$ cat src/rtl/hus_out.sv
// hus_out: stereo sample playback to an I2S-style DAC in left-justified format.
//
// Pulls 16-bit samples from a sample FIFO in L, R order, holds one stereo pair
// ahead of the pair currently being shifted out, and serialises it MSB first.
// One frame is 32 bit slots (16 left, 16 right) = 64*DIV clk cycles.
//
// Handshake: fifo_rd is a one-cycle read strobe, only raised while fifo_empty
// is low; the word it pops is presented on fifo_rd_data in the following
// cycle and is captured at the end of that cycle.
//
// Ports:
//   clk, reset     system clock, synchronous active-high reset
//   en             playback enable; dropping it abandons the current frame
//   fifo_rd_data   sample word, valid the cycle after fifo_rd
//   fifo_empty     sample FIFO empty
//   underrun_clr   clears the sticky underrun flag
//   fifo_rd        FIFO read strobe
//   tick           one-cycle pulse at every frame start
//   dac_bck        DAC bit clock (DIV clk per half-period)
//   dac_lrck       DAC word select, 0 = left, 1 = right
//   dac_dat        DAC serial data, changes on dac_bck falling edge
//   underrun       sticky flag: a fetch found the FIFO empty
//   fsm_state      fetch FSM state, for observation only
module hus_out #(
    parameter int DIV = 4
) (
    input  logic        clk,
    input  logic        reset,
    input  logic        en,
    input  logic [15:0] fifo_rd_data,
    input  logic        fifo_empty,
    input  logic        underrun_clr,
    output logic        fifo_rd,
    output logic        tick,
    output logic        dac_bck,
    output logic        dac_lrck,
    output logic        dac_dat,
    output logic        underrun,
    output logic [2:0]  fsm_state
);

    typedef enum logic [2:0] {IDLE, RD_L, CAP_L, RD_R, CAP_R, WAIT} state_t;

    localparam logic [7:0] DIV_TC = 8'(DIV - 1);

    state_t      state, state_next;
    logic        running;
    logic [7:0]  div_cnt;
    logic [4:0]  bit_cnt;
    logic [15:0] hold_l, hold_r, sh_l, sh_r;
    logic        rd_issued;

    logic        div_tc, fall, wrap_start, launch, frame_start, next_dat;
    logic [4:0]  bit_next;
    logic [3:0]  bit_idx;

    assign div_tc      = running && (div_cnt == DIV_TC);
    assign fall        = div_tc && dac_bck;
    assign bit_next    = bit_cnt + 5'd1;
    assign wrap_start  = fall && (bit_cnt == 5'd31);
    assign launch      = en && (state == WAIT) && !running;
    assign frame_start = launch || (en && wrap_start);
    assign tick        = frame_start;
    assign fsm_state   = state;

    // 15 - slot for the left half and 31 - slot for the right half are both
    // the inverted low nibble of the slot number.
    assign bit_idx = ~bit_next[3:0];

    // Slot 0 of a new frame comes from the holding register, because the
    // shift registers are reloaded on the same edge.
    always_comb begin
        next_dat = 1'b0;
        if (bit_next == 5'd0)
            next_dat = hold_l[15];
        else if (bit_next[4])
            next_dat = sh_r[bit_idx];
        else
            next_dat = sh_l[bit_idx];
    end

    always_comb begin
        state_next = state;
        fifo_rd    = 1'b0;
        case (state)
            IDLE:  if (en) state_next = RD_L;
            RD_L:  begin
                fifo_rd    = en && !fifo_empty;
                state_next = CAP_L;
            end
            CAP_L: state_next = RD_R;
            RD_R:  begin
                fifo_rd    = en && !fifo_empty;
                state_next = CAP_R;
            end
            CAP_R: state_next = WAIT;
            WAIT:  if (frame_start) state_next = RD_L;
            default: state_next = IDLE;
        endcase
    end

    always_ff @(posedge clk) begin
        if (reset) begin
            state     <= IDLE;
            running   <= 1'b0;
            div_cnt   <= '0;
            bit_cnt   <= '0;
            dac_bck   <= 1'b0;
            dac_lrck  <= 1'b0;
            dac_dat   <= 1'b0;
            hold_l    <= '0;
            hold_r    <= '0;
            sh_l      <= '0;
            sh_r      <= '0;
            rd_issued <= 1'b0;
        end else if (!en) begin
            // Abandon playback; holding and shift registers keep their data.
            state     <= IDLE;
            running   <= 1'b0;
            div_cnt   <= '0;
            bit_cnt   <= '0;
            dac_bck   <= 1'b0;
            dac_lrck  <= 1'b0;
            dac_dat   <= 1'b0;
            rd_issued <= 1'b0;
        end else begin
            state     <= state_next;
            rd_issued <= fifo_rd;
            // A fetch that found the FIFO empty plays silence on that channel.
            if (state == CAP_L) hold_l <= rd_issued ? fifo_rd_data : 16'h0000;
            if (state == CAP_R) hold_r <= rd_issued ? fifo_rd_data : 16'h0000;

            if (launch) begin
                running  <= 1'b1;
                div_cnt  <= '0;
                bit_cnt  <= '0;
                dac_bck  <= 1'b0;
                dac_lrck <= 1'b0;
                dac_dat  <= hold_l[15];
                sh_l     <= hold_l;
                sh_r     <= hold_r;
            end else if (running) begin
                if (div_tc) begin
                    div_cnt <= '0;
                    dac_bck <= ~dac_bck;
                    if (fall) begin
                        bit_cnt  <= bit_next;
                        dac_lrck <= bit_next[4];
                        dac_dat  <= next_dat;
                        if (wrap_start) begin
                            sh_l <= hold_l;
                            sh_r <= hold_r;
                        end
                    end
                end else begin
                    div_cnt <= div_cnt + 8'd1;
                end
            end
        end
    end

    // A set in the same cycle as a clear wins.
    always_ff @(posedge clk) begin
        if (reset)
            underrun <= 1'b0;
        else if (en && (state == RD_L || state == RD_R) && fifo_empty)
            underrun <= 1'b1;
        else if (underrun_clr)
            underrun <= 1'b0;
    end

    // The next pair must already be prefetched whenever a frame wraps.
    a_wrap_in_wait: assert property (@(posedge clk) disable iff (reset)
        (en && wrap_start) |-> (state == WAIT));

endmodule

$ cat config.mk
export PLATFORM = sky130hd
export DESIGN_NAME = hus_out
export DESIGN_NICKNAME = d
export VERILOG_FILES = /design/src/rtl/hus_out.sv
export SDC_FILE = /design/constraint.sdc
export NUM_CORES = 1
export LEC_CHECK = 0
export CORE_MARGIN = 10
export CORE_UTILIZATION = 27
export CTS_CLUSTER_DIAMETER = 100
export DETAILED_ROUTE_END_ITERATION = 12
export PLACE_DENSITY = 0.41
export SYNTH_ARGS = -nofsm -noshare
export SYNTH_HDL_FRONTEND = slang
export SYNTH_SLANG_ARGS = --single-unit
$ cat constraint.sdc
create_clock -name clk -period 3.2 [get_ports clk]
set_input_delay 0.32 -clock clk [delete_from_list [all_inputs] [get_ports clk]]
set_output_delay 0.32 -clock clk [all_outputs]
set_load 0.05 [all_outputs]
# --- Word-level counts from Yosys, hierarchy flattened ---
# Cells that the tools add are included.
word_totals:
  regBits: 86
  inputBits: 21
  output_inout_bits: 9
  word_cells: 83
classes:
  addsub: 2
  magnitude_cmp: 1
  eq_ne: 8
  muxes: 27
  bitwise_logic: 3
  reduce_logical: 29
ops:
  columns: ["operator", "count"]
  rows:
  - ["$mux W16", 11]
  - ["$pmux W3 S6", 1]
  - ["$mux W1", 11]
  - ["$reduce_bool A2 Y1", 5]
  - ["$logic_and A1 B1 Y1", 9]
  - ["$add A8 B1 Y8 const B", 1]
  - ["$bmux W1 S4", 2]
  - ["$eq A8 B2 Y1 const B", 1]
  - ["$mux W8", 1]
  - ["$eq A3 B2 Y1 const B", 2]
  - ["$eq A3 B3 Y1 const B", 2]
  - ["$reduce_and A2 Y1", 3]
  - ["$reduce_and A3 Y1", 2]
  - ["$add A5 B1 Y5 const B", 1]
  - ["$eq A5 B5 Y1 const B", 1]
  - ["$logic_not A5 Y1", 1]
  - ["$lt A4 B5 Y1 const B", 1]
  - ["$reduce_and A5 Y1", 1]
  - ["$not A4 Y4", 1]
  - ["$reduce_or A2 Y1", 2]
  - ["$eq A3 B1 Y1 const B", 1]
  - ["$logic_not A3 Y1", 1]
  - ["$mux W3", 1]
  - ["$reduce_or A3 Y1", 1]
  - ["other kinds (4)", 7]

# --- Longest topological paths before layout ---
logic_depth:
  ltp_word: 10
  ltp_mapped: 8
  depth_no_buf: 8

# --- Worst setup path before layout ---
# Ideal clock, no wire load.
synth_timing:
  kind: "register to output"
  start: "register state[0] (netlist: fsm_state[0])"
  end: "output fifo_rd"
  t_arrival_ns: 1.922
  t_required_ns: 2.880
  slack_ns: 0.958
  path_stages_with_launch: 3
  path_buffers: 0
  path_cell_list: "dfxtp_1 -> nand2_1 -> nor3_1"
synth_between:
  elab_chain_len: 3
  elab_cells_between_ends: 4
  cone_classes: "eq/ne (2); mux (1); reduce/logical (1)"
synth_lines:
  columns: ["item", "line_no", "text"]
  rows:
  - ["start, declared", "46", "state_t state, state_next;"]
  - ["start signal, assigned", "127", "state <= state_next;"]
  - ["$eq A3 B1 Y1 / $eq A3 B2 Y1 (equally long branches)", "85", "case (state)"]
  - ["$reduce_or A2 Y1 (no line) *", null, null]
  - ["$mux W1 *", null, null]
  - ["end, declared", "33", "output logic fifo_rd,"]
# Mark *: on every way between the ends. The rest lies on a longest branch, timed or not.

# --- Worst setup path after layout ---
layout_timing:
  start: "register bit_cnt[0]"
  end: "output tick"
layout_between:
  elab_chain_len: 4
layout_lines:
  columns: ["item", "line_no", "text"]
  rows:
  - ["start, declared", "49", "logic [4:0] bit_cnt;"]
  - ["start signal, assigned", "147", "bit_cnt <= bit_next;"]
  - ["$eq A5 B5 Y1", "60", "assign wrap_start = fall && (bit_cnt == 5'd31);"]
  - ["$logic_and A1 B1 Y1", "60", null]
  - ["$logic_and A1 B1 Y1", "62", "assign frame_start = launch || (en && wrap_start);"]
  - ["$logic_or A1 B1 Y1", "62", null]
  - ["end, declared", "34", "output logic tick,"]
# No other way between the ends.

==> summary.txt <==
Outcome
  – Status: completed

Final layout
  – Share of cells above drive strength 1: 7.407%
  – Commonest cells after routing, fill and taps aside: 85 x dfxtp_1, 50 x nor2_1, 39 x nand2_1
  – Ant. Diodes: 0
  – Post-route cell area: 4293 µm²
  – Most common cell after layout, fill and taps aside: dfxtp_1
  – Final net count: 425
  – Core Util, Final: 33.61%
  – Synth-to-layout area growth: 20.51%

Synthesis
  – Post-Synth Adder-Cell Area: 1.405%
  – Synthesized area: 3562 µm²
  – Syn nets: 404
  – Post-synthesis sequential area ratio: 47.77%
  – XOR/XNOR Fraction of Synth Area: 3.161%
  – Synthesis warning total: 0
  – Synth Area in Compound Gates: 8.184%
  – Post-synthesis simple-gate area fraction: 20.13%
  – Post-synthesis mux area share: 15.31%
  – Largest family of logic cells by synthesized area: simple AND/OR/NAND/NOR gates
  – Syn Area/Cell: 9.399 µm²
  – Yosys cell types: 40
  – Synthesized flop and latch total: 85
  – Synth Instances: 379

CTS
  – Resize count post-CTS: 0
  – Number of CTS-inserted buffers: 9
  – Skew-Pair Late Insertion Delay: 0.34 ns
  – H-tree Lvls: 3
  – Root buf cell: clkbuf_16
  – Reg clk slew, reported paths: 0.06 ns
  – Post-CTS Setup Bufs: 0
  – Maximum clock path buffer count: 2
  – CTS tree: yes
  – Clock sinks: 85
  – # hold bufs at CTS: 0

Worst setup path
  – Worst setup EP type: primary output
  – Req. time, crit path: 2.88 ns
  – Worst Path Arrival: 2.21 ns
  – CP Launch Type: flop
  – FF-to-FF path depth: 8
  – Critical-path cell list: ha_1, and3_1, ha_1, nand2_1, o21ai_4, buf_12
  – Slowest-stage cell, CP: dfxtp_1
  – Most used cell, CP: ha_1
  – WS Path Type: reg -> out
  – Slowest stage delay, CP: 0.50 ns
  – Worst-path fanout max: 11

Route
  – Routed Antenna Nets: 0
  – Routed length per placed instance: 15.23 µm
  – DR iter-0 viols: 184
  – Router iterations before antenna repair: 5
  – Vias: 2689
  – WL final: 8786 µm
  – DR DRC count: 0
  – Drt via density: 4.660

Global route
  – First-pass GRT wire length: 14660 µm
  – Initial antenna violation count: 0
  – Gr usage total: 10.29%
  – Vias in the first global route: 2655
  – Total gr overflow: 0
  – Largest net degree at the start of global routing: 68

Pwr
  – Peak VDD IR: 297.2 µV
  – PwrDens: 492.3 nW/µm²
  – Tot Pwr: 2.114 mW
  – Leakage power: 1.377 nW

Placement
  – Pre-CTS setup slack: 0.7553 ns
  – HPWL Detailed: 5874 µm
  – RD Place Congestion: 0.7284
  – Port Buf Inserts: 29
  – Placed inst area: 4013 µm²

Timing
  – Post-layout worst setup margin: 0.6730 ns
  – Worst Max-Slew Pin Slew: 1.124 ns
  – Clk_skew: 0.006101 ns
  – Setup violators final: 0
  – Max Freq: 395.7 MHz
  – Post-route minimum period: 2.527 ns
  – RSZ-0062 raised after global routing: no
  – Final hold viol count: 0
  – Final Max Tran Viols: 0
  – Max-slew headroom: 24.95%
  – Period utilisation layout: 78.97%
  – TNS Setup: 0 ns

Floorplanning
  – Die area: 18190 µm²
  – Core area: 12770 µm²
  – # rows: 41
  – Die Y: 134.9 µm
  – Overall die width: 134.9 µm
  – Starting Density: 27.89%
  – Io pins: 30

Job
  – Max-cap violations: 0

Hold path
  – Hold Path Class: in -> reg
  – Worst Hold Depth: 4
-- Yosys cell counts (all sizes together) --
cell type	count	area [µm²]
dfxtp	85	1702
nor2	50	187.7
nand2	39	146.4
nand3	38	190.2
a21oi	37	185.2
mux2i	35	350.3
clkbuf	20	75.07
mux4	8	195.2
xnor2	7	68.82
nor2b	6	45.04
buf	5	50.04
inv	5	18.77
xor2	5	43.79
ha	4	50.05
nand2b	4	25.02
a2111oi	3	33.78
and3	3	18.77
a211oi	2	15.01
a31oi	2	12.51
and2	2	12.51
nand3b	2	15.01
nand4	2	12.51
nor3	2	10.01
nor4	2	12.51
o21ai	2	13.76
or3	2	12.51
a21o	1	7.510
a31o	1	8.760
a32oi	1	8.760
and3b	1	8.760
nand4b	1	8.760
nand4bb	1	11.26
o22ai	1	6.260
-- final cells by class --
cell class / instances / area (µm²)
Clock buffer: 13 / 260.3
Clock inverter: 3 / 20.02
Fill cell: 1321 / 8481
Inverter: 5 / 18.77
Multi-Input combinational cell: 264 / 1724
Sequential cell: 85 / 1702
Tap cell: 172 / 215.2
Timing Repair Buffer: 35 / 352.8
-- path summary, 6_finish.rpt --
| path | startpoint | end | slack (ns) |
|---|---|---|---|
| setup / recovery | bit_cnt[0] | tick | 0.67 |
| hold / removal | reset | div_cnt[1] | 0.33 |
| setup reg to reg | bit_cnt[0] | sh_l[14] | 0.83 |
| hold reg to reg | hold_r[6] | hold_r[6] | 0.46 |
-- flip-flops by register name (all words and copies together) (netlist names) --
signal and count:
bit_cnt 4, underrun 1, sh_r 16, hold_r 16
running 1, fsm_state 3, div_cnt 8, dac_bck 1
dac_dat 1, dac_lrck 1, hold_l 16, sh_l 16
rd_issued 1
-- metrics by stage --
stage,instances,hold WS [ns]
4_1_cts,577,0.3276
5_1_grt,577,0.3631
2_1_floorplan,379,0.3971
6_report,577,0.3342
3_3_place_gp,561,0.4455
3_5_place_dp,561,0.4504
-- logic make-up (layout without fill, tap and decap cells) --
group           after synthesis  count (layout)
simple gates                155             155
flops                        85              85
compound gates               50              50
mux                          43              43
buf+inv                      30              56
xor+xnor                     12              12
fa+ha+maj                     4               4
-- routing by layer --
layer  global-route usage (%)  part of all wire (%)  up-vias
met2                    15.21                    44       51
met4                    2.539                  0.91        0
met5                        0                     0        -
met3                    4.377                   5.7        5
li1                         -                     -     1360
met1                    13.43                    49     1273
-- critical path, delay by kind of cell (launching register included) --
| kind | cells | cell delay (ns) |
|---|---|---|
| flops | 1 | 0.50 |
| buf+inv | 1 | 0.21 |
| fa+ha+maj | 2 | 0.42 |
| simple gates | 2 | 0.27 |
| compound gates | 1 | 0.46 |
-- report_power, final --
group          internal, mW  total, mW  leakage [nW]  switching, mW
Combinational        0.0299     0.0698         0.560         0.0399
Clock                 0.567      0.979         0.132          0.412
Sequential             1.06       1.06         0.685        0.00472
No activity file was read; power rests on OpenSTA's default activity.
==> RTL change (config.mk and constraints unchanged) <==
Register the output `underrun` once more, cleared by the reset; this adds one clock of latency there. The other outputs are not delayed to match.
--- a/src/rtl/hus_out.sv
+++ b/src/rtl/hus_out.sv
@@ -44,2 +44,4 @@
     localparam logic [7:0] DIV_TC = 8'(DIV - 1);
+
+    logic underrun_s0;
 
@@ -164,7 +166,7 @@
         if (reset)
-            underrun <= 1'b0;
+            underrun_s0 <= 1'b0;
         else if (en && (state == RD_L || state == RD_R) && fifo_empty)
-            underrun <= 1'b1;
+            underrun_s0 <= 1'b1;
         else if (underrun_clr)
-            underrun <= 1'b0;
+            underrun_s0 <= 1'b0;
     end
@@ -175,2 +177,10 @@
 
+    always_ff @(posedge clk) begin
+        if (reset) begin
+            underrun <= '0;
+        end else begin
+            underrun <= underrun_s0;
+        end
+    end
+
 endmodule
Behaviour: not the same (Yosys sat finds a counterexample within 4 cycles, from zero or initial values and one cycle with reset high).
==> RTL change against the original RTL <==
- count of clock-buffer cells in the layout decreased by 2
- global-route usage increased by 1.4 points
- synthesized area increased by 1.2%
- non-clock buffer count increased by 3
- wire length increased by 13%
- total power increased by 5.7%
- setup slack got worse by 0.21 ns
- cell area increased by 1.9%
- sequential cell count increased by 1
==> RTL change: results (changes against the original RTL) <==
stage	metric	value	unit	change
place	Cells after DPL	610		was 561
cells_and_area	Post-Route Utilization	0.333		was 0.336
place	routability congestion estimate	0.744		was 0.728
critical_path	slowest stage delay, CP	0.44	ns	was 0.50 ns
power	LEAKAGE	1.46	nW	was 1.38 nW
power	combinational cell power	0.0000721	W	was 0.0000698 W
critical_path	Reg2Reg Depth	6		was 8
global_routing	GRT Overall Usage	0.117		was 0.103
critical_path	RR Endpoint	dac_dat$_SDFFE_PP0P_		was sh_l[14]$_SDFFE_PP0P_
cells_and_area	# nets final	475		was 425
cells_and_area	fraction of layout instances using a drive strength above 1	0.0769		was 0.0741
synth	syn_nets	453		was 404
synth	Seq/Total Area, Yosys	0.478		about the same
global_routing	first-pass GRT wire length	16.6	mm	was 14.7 mm
power	worst vdd ir	0.432	mV	was 0.297 mV
synth	Synth area leaders	dfxtp_1, nand2_1, a21oi_1		was dfxtp_1, mux2i_1, nand3_1
critical_path	CP Max Fanout	24		was 11
sta	relative slew slack	0.249		was 0.250
critical_path	reg-to-reg setup timing slack	0.48	ns	was 0.83 ns
global_routing	GRT met1 Usage	0.160		was 0.134
run_status	status	finished, final reports clean		unchanged
critical_path	Crit path max-delay family	simple AND/OR/NAND/NOR gates		was flip-flops
route	Routed wire per std cell	15.7	µm	was 15.2 µm
global_routing	GR Util met2	0.165		was 0.152
place	HPWL after detailed placement	6.47	mm	was 5.87 mm
power	clock group power	0.00109	W	was 0.000979 W
route	final WL	9.93	mm	was 8.79 mm
critical_path	Worst Setup SP	div_cnt[0]$_SDFFE_PP0P_		was bit_cnt[0]$_SDFFE_PP0P_
sta	PnR worst setup slack	0.467	ns	was 0.673 ns
route	DR iter-0 viols	217		was 184
route	Vias/cell	4.64		was 4.66
synth	Avg Cell Area, Syn	8.42	µm²	was 9.40 µm²
worst_hold_path	Hold Path Class	in -> reg		unchanged
sta	clk_skew	0.00905	ns	was 0.00610 ns
cells_and_area	Antenna diodes	0		unchanged
sta	worst hold slack	0.382	ns	was 0.334 ns
place	placed cell areas	4020	µm²	was 4010 µm²
critical_path	critical path arrival	2.41	ns	was 2.21 ns
critical_path	Slowest cell on crit path	and4_1		was dfxtp_1
power	Cell Int Power	0.00175	W	was 0.00166 W
place	Place WS	0.207	ns	was 0.755 ns
## RTL change: kinds of logic after synthesis
kind of cell               after synthesis  synth area share
adders and majority gates                4            0.0139
xor gates and xnor gates                11            0.0267
AOI/OAI and AO/OA                       87             0.136
DFF                                     86             0.478
buffers and inverters                   34            0.0403
and+or+nand+nor                        195             0.245
muxes                                   11            0.0594
## RTL change: metal layers
layer	wire, µm	vias up
li1	-	1522
met1	5070	1341
met2	4160	59
met3	584	8
met4	114	0
met5	0	-
## RTL change: layout make-up
| type | instances | share of cell area |
|---|---|---|
| Inverter | 6 | 0.00515 |
| Tap cell | 176 | 0.0504 |
| Clock buffer | 11 | 0.0578 |
| Clock inverter | 5 | 0.0129 |
| Timing Repair Buffer | 38 | 0.0801 |
| Sequential cell | 86 | 0.394 |
| Multi-Input combinational cell | 309 | 0.400 |
